**config.mk**
```make
export PLATFORM = sky130hd
export DESIGN_NAME = stopwatch_core
export DESIGN_NICKNAME = d
export VERILOG_FILES = /design/src/rtl/stopwatch_core.sv
export SDC_FILE = /design/constraint.sdc
export NUM_CORES = 1
export LEC_CHECK = 0
export BUFFER_PORTS_ARGS = -buffer_cell sky130_fd_sc_hd__buf_2
export CAP_MARGIN = 20
export CORE_MARGIN = 2
export CORE_UTILIZATION = 58
export CTS_CLUSTER_DIAMETER = 200
export DETAILED_ROUTE_END_ITERATION = 10
export PLACE_DENSITY_LB_ADDON = 0.05
export SETUP_SLACK_MARGIN = 0.2
export SLEW_MARGIN = 20
export SYNTH_ARGS = -nofsm -noshare
export SYNTH_HDL_FRONTEND = slang
export SYNTH_SLANG_ARGS = --single-unit
```
**constraint.sdc**
```tcl
create_clock -name clk -period 2.8 [get_ports clk]
set_clock_uncertainty 0.05 [all_clocks]
set_input_delay 0.42 -clock clk [delete_from_list [all_inputs] [get_ports clk]]
set_output_delay 0.42 -clock clk [all_outputs]
set_load 0.02 [all_outputs]
```
**src/rtl/stopwatch_core.sv**
```systemverilog
// Stopwatch control FSM and cascaded centisecond/second/minute/hour time base.
// Counts only in RUN; a one-cycle CLEAR state zeroes the divider and all counters.
module stopwatch_core #(
    parameter int CLK_FREQ = 100_000_000,
    parameter int TICK_HZ  = 100
) (
    input  logic       clk,
    input  logic       reset,
    input  logic       i_btn_run_stop,
    input  logic       i_btn_clear,
    output logic [6:0] o_msec,
    output logic [5:0] o_sec,
    output logic [5:0] o_min,
    output logic [4:0] o_hour,
    output logic       o_running
);

    localparam int DIV = CLK_FREQ / TICK_HZ;
    localparam int DW  = $clog2(DIV);
    localparam logic [DW-1:0] DIV_MAX = DW'(DIV - 1);

    typedef enum logic [1:0] {
        ST_STOP,
        ST_RUN,
        ST_CLEAR
    } state_e;

    state_e          state_q, state_d;
    logic            running_q;
    logic [DW-1:0]   div_q, div_d;
    logic [6:0]      msec_q, msec_d;
    logic [5:0]      sec_q, sec_d;
    logic [5:0]      min_q, min_d;
    logic [4:0]      hour_q, hour_d;
    logic            tick;

    always_comb begin
        state_d = state_q;
        unique case (state_q)
            ST_STOP: begin
                if (i_btn_clear)
                    state_d = ST_CLEAR;
                else if (i_btn_run_stop)
                    state_d = ST_RUN;
            end
            ST_RUN: begin
                if (i_btn_run_stop)
                    state_d = ST_STOP;
            end
            ST_CLEAR: state_d = ST_STOP;
            default:  state_d = ST_STOP;
        endcase
    end

    assign tick = (state_q == ST_RUN) && (div_q == DIV_MAX);

    // Divider holds in STOP so a partial centisecond resumes on restart.
    always_comb begin
        div_d = div_q;
        if (state_q == ST_CLEAR)
            div_d = '0;
        else if (state_q == ST_RUN)
            div_d = tick ? '0 : div_q + 1'b1;
    end

    always_comb begin
        msec_d = msec_q;
        sec_d  = sec_q;
        min_d  = min_q;
        hour_d = hour_q;
        if (state_q == ST_CLEAR) begin
            msec_d = '0;
            sec_d  = '0;
            min_d  = '0;
            hour_d = '0;
        end else if (tick) begin
            if (msec_q != 7'd99) begin
                msec_d = msec_q + 7'd1;
            end else begin
                msec_d = '0;
                if (sec_q != 6'd59) begin
                    sec_d = sec_q + 6'd1;
                end else begin
                    sec_d = '0;
                    if (min_q != 6'd59) begin
                        min_d = min_q + 6'd1;
                    end else begin
                        min_d  = '0;
                        hour_d = (hour_q == 5'd23) ? 5'd0 : hour_q + 5'd1;
                    end
                end
            end
        end
    end

    always_ff @(posedge clk or posedge reset) begin
        if (reset) begin
            state_q   <= ST_STOP;
            running_q <= 1'b0;
            div_q     <= '0;
            msec_q    <= '0;
            sec_q     <= '0;
            min_q     <= '0;
            hour_q    <= '0;
        end else begin
            state_q   <= state_d;
            running_q <= (state_d == ST_RUN);
            div_q     <= div_d;
            msec_q    <= msec_d;
            sec_q     <= sec_d;
            min_q     <= min_d;
            hour_q    <= hour_d;
        end
    end

    assign o_msec    = msec_q;
    assign o_sec     = sec_q;
    assign o_min     = min_q;
    assign o_hour    = hour_q;
    assign o_running = running_q;

endmodule

```
### After elaboration in Yosys (flattened, before gate mapping)

Cells that the tools add are included.

* register bits after elaboration: 47
* output and inout bits: 25
* bits of input ports: 4
* logic and storage cells: 55

* $add $sub $neg: 5
* reduce and logical (&&, ||, !) cells: 7
* muxes and demuxes: 25
* equal/unequal tests: 11

Operators with widths (number)
* 20-bit two-way mux: 3
* 6-bit two-way mux: 9
* 5-bit two-way mux: 6
* 7-bit two-way mux: 3
* 20-bit by 1-bit adder with 20-bit output (second input constant): 1
* 20-bit == test (second input constant): 1
* 6-bit by 1-bit adder with 6-bit output (second input constant): 2
* 6-bit inequality test (second input constant): 2
* 7-bit by 1-bit adder with 7-bit output (second input constant): 1
* 7-bit inequality test (second input constant): 1
* 2-bit two-way mux: 3
* 2-bit inequality test (second input constant): 3
* 5-bit by 1-bit adder with 5-bit output (second input constant): 1
* 5-bit == test (second input constant): 1
* 2-bit by 1-bit == test with 1-bit output (second input constant): 2
* 2-bit case mux with 2 select lines: 1
* 4-bit AND reduction: 1
* 2-bit nonzero test: 2
* 3-bit AND reduction: 1
* 2-bit == test (second input constant): 1
* 2-bit logical NOT: 1
* 2-bit AND reduction: 1
* 1-bit logical AND: 1

### Longest topological paths before layout

* depth after elaboration: 7
* gate-level depth with buffers: 7
* mapped depth without buffers: 7

### Worst setup path before layout

OpenSTA, ideal clock, no wires.

* path type: register to register
* from: register msec_q[0], in the netlist o_msec[0]
* to: register hour_q[3], in the netlist o_hour[3]
* library setup time: 78 ps
* data arrival time: 2196 ps
* data required time: 2672 ps
* path slack: 476 ps
* path buffers: 0
* clock period less this slack: 2324 ps
* stages on the path, launching flop included: 7
* cells stage by stage: dfrtp_1 -> ha_1 -> nand2_1 -> or4_4 -> or3_4 -> or4b_1 -> a21oi_1

* cells in the longest elaborated chain, start to end: 3

RTL lines
* from (decl): RTL line 31 `logic [6:0] msec_q, msec_d;`
* from (signal assigned): RTL line 109 `msec_q <= msec_d;`
* 7-bit inequality test: RTL line 77 `if (msec_q != 7'd99) begin`
* 2-bit inequality test (no line)
* 4-bit AND reduction (no line)
* to (signal assigned): RTL line 112 `hour_q <= hour_d;`
* to (decl): RTL line 34 `logic [4:0] hour_q, hour_d;`

No other way between the ends.
A chain may end at the register's enable or synchronous reset.

### Worst setup path after layout

* from: register div_q[0]
* to: register msec_q[5], in the netlist o_msec[5]

* cells in the longest elaborated chain, start to end: 3

RTL lines
* from (decl): RTL line 30 `logic [DW-1:0] div_q, div_d;`
* from (signal assigned): RTL line 108 `div_q <= div_d;`
* 20-bit == test: RTL line 55 `assign tick = (state_q == ST_RUN) && (div_q == DIV_MAX);`
* 1-bit logical AND: RTL line 55
* 2-bit nonzero test (no line)

No other way between the ends.

==> impl_results.md <==
* Top delay family on crit path: simple AND/OR/NAND/NOR gates
* Tot GR Track Use at 21.23%
* Initial Utilization at 60.13%
* Most frequent cells in the layout: dfrtp_1, nor2_1, buf_2
* Crit path arrival time at 2.54 ns
* Final Instance Count excl. Fillers at 364
* Critical path cell sequence: ha_1, and3_1, nand4b_4, or3_1, or4_1, a21oi_1
* Post-route setup slack at 0.4380 ns
* Post-CTS Resized at 0
* Unique masters post-synth at 45
* GPL Wtd Cong at 0.8263
* Worst r2r src: div_q[0]$_DFFE_PP0P_
* Chip height at 70.96 um
* Global-route wire length before repair at 8569 um
* Post-synthesis cell area at 2600 sq um
* Vias at 2,145
* CP max stage delay at 0.54 ns
* CTS tree: done
* I/O Buffers at 28
* Diodes inserted at 0
* Pin count of the biggest net entering global routing at 48
* Final hold viol count at 0
* R2R Setup Slk at 0.44 ns
* Ys flop type: dfrtp_1
* Yosys reg bits at 47
* Slew headroom at 36.40%
* Worst Max-Slew Pin Slew at 0.9527 ns
* Pwr Density at 523.6 nW/um^2
* Synth Net Count at 290
* Synth Warn # at 0
* FFs w/ async S/R, synth at 100.0%
* Final wirelength at 5052 um
* Fin crit period at 2.362 ns
* Max cap viols at 0
* DRT iter0 DRCs at 78
* I/O pin count at 29
* Final Max Slew Viols at 0
* Vias per cell at 5.893
* DP Worst Slack at 0.4375 ns
* CTS sink cnt at 47
* Placed Cells at 356
* Total Neg Setup Slack at 0 ns
* Crit start category: register
* Congestion Overflow GR at 0
* Most common cell after layout, fill and taps aside: dfrtp_1
* Tot Pwr at 1.517 mW
* CTS Hold Bufs at 0
* H-tree lvl count at 2
* Syn Area/Cell at 9.352 sq um
* Row count at 24
* Vias in the first global route at 1,894
* R2R cell count at 6
* RSZ-0062 raised after global routing: false
* # setup viols final at 0
* Area growth, synth to finish at 11.45%
* CP max FO at 8
* Core region area at 4324 sq um
* Worst path bufs/invs at 0
* Hpwl dp at 3573 um
* Critical-path top delay cell: or4_1
* DRC at 0
* Routed length per placed instance at 13.88 um
* Seq/Total Area, Yosys at 45.24%
* Status: complete, no violations
* Hold Crit Class: in2async
* CTS max path bufs at 2
* Initial antenna violation count at 0
* Layout cells sized above 1 at 17.63%
* CP Capture Type: register
* Critical path class: reg2reg
* Leak Pwr at 1.311 nW
* Clk_lat worst skew at 0.30 ns
* Setup bufs post-CTS at 0
* Worst-case vdd ir drop at 0.0005063 V
* Die W at 70.96 um
* Num CTS Buffers at 5
* Number of synthesized flops with an enable pin at 0
* Final period utilization at 84.36%
* Cells after Synth at 278
* Util after Layout at 67.01%
* First-pass DRT Iterations at 4
* Clock transition at path regs at 0.08 ns
* Post-route ant nets at 0
* Worst R2R End: o_msec[5]$_DFFE_PP0P_
* Fmax at 423.4 MHz
* Layout net count at 323
* Critical path data required time at 2.98 ns
* CTS root buffer: clkbuf_8
* Die ar. at 5035 sq um
* Fill count at 374
[per-layer routing]
layer	global-route usage [%]	up-vias	wire length, um
met5	0	-	0
met4	6.918	0	65
met3	4.986	6	204
met2	35.10	46	2466
met1	27.76	1029	2316
li1	-	1064	-
[cell type report]
type                    count  area [sq um]  area share [%]
clock buffers               7         76.32           2.634
repair buffers             34         185.2           6.390
clock inverters             1         5.005          0.1727
flip-flops and latches     47          1176           40.59
multi-input cells         214          1356           46.80
inverters                   9         33.78           1.166
well taps                  52         65.06           2.245
[sequential cells by signal (all words and copies together) (netlist names)]
name,cells
div_q,20
o_hour,5
o_min,6
o_msec,7
o_running,1
o_sec,6
state_q,2
[cells in the mapped netlist, types with 5 or more instances]
| master | number | share of area [%] |
|---|---|---|
| a21oi_1 | 23 | 4.4 |
| and3_1 | 7 | 1.7 |
| clkbuf_1 | 5 | 0.72 |
| dfrtp_1 | 47 | 45 |
| ha_1 | 8 | 3.9 |
| inv_1 | 9 | 1.3 |
| nand2_1 | 25 | 3.6 |
| nand3_1 | 13 | 2.5 |
| nand4_1 | 5 | 1.2 |
| nor2_1 | 31 | 4.5 |
| nor2b_1 | 9 | 2.2 |
| nor3_1 | 9 | 1.7 |
| o21ai_0 | 14 | 2.7 |
| o31ai_1 | 5 | 1.4 |
| or3_1 | 6 | 1.4 |
| or4_1 | 6 | 1.7 |
| xnor2_1 | 11 | 3.7 |
| xor2_1 | 5 | 1.7 |
[cells by family after synthesis]
kind of cell             synth area share, %
AND/OR/NAND/NOR                        30.56
AO/OA/AOI/OAI                          11.50
XOR/XNOR                               5.390
adder cells (fa/ha/maj)                3.850
flip-flops                             45.24
buffers and inverters                  2.598
multiplexers                          0.8662
[worst reg2reg max path, stage by stage, from the launching register on]
cell,delay (ns)
dfrtp_1,0.44
ha_1,0.23
and3_1,0.24
nand4b_4,0.15
or3_1,0.52
or4_1,0.54
a21oi_1,0.13
[worst max-delay path by stage]
| stage | from | end | depth (start not counted) |
|---|---|---|---|
| floorplan | o_msec[0]$_DFFE_PP0P_ | o_hour[3]$_DFFE_PP0P_ | 6 |
| global placement | div_q[0]$_DFFE_PP0P_ | o_msec[5]$_DFFE_PP0P_ | 6 |
| detailed placement | div_q[0]$_DFFE_PP0P_ | o_msec[5]$_DFFE_PP0P_ | 6 |
| CTS | div_q[0]$_DFFE_PP0P_ | o_msec[5]$_DFFE_PP0P_ | 6 |
| global route | div_q[0]$_DFFE_PP0P_ | o_min[4]$_DFFE_PP0P_ | 6 |
| finish | div_q[0]$_DFFE_PP0P_ | o_msec[5]$_DFFE_PP0P_ | 6 |
[stage by stage]
stage	area, sq um	hold slack [ns]
after floorplan	2600	0.4526
after global placement	2816	0.4806
after detailed placement	2816	0.4879
after CTS	2898	0.2989
after global routing	2898	0.3052
final	2898	0.2830
[power by group]
part / leakage (nW) / switching (mW) / internal (mW) / total (mW)
Clock: 0.0422 / 0.214 / 0.175 / 0.389
Combinational: 0.618 / 0.226 / 0.135 / 0.362
Sequential: 0.650 / 0.0451 / 0.721 / 0.766
Total: 1.31 / 0.485 / 1.03 / 1.52
No activity file was read; power rests on OpenSTA's default activity.
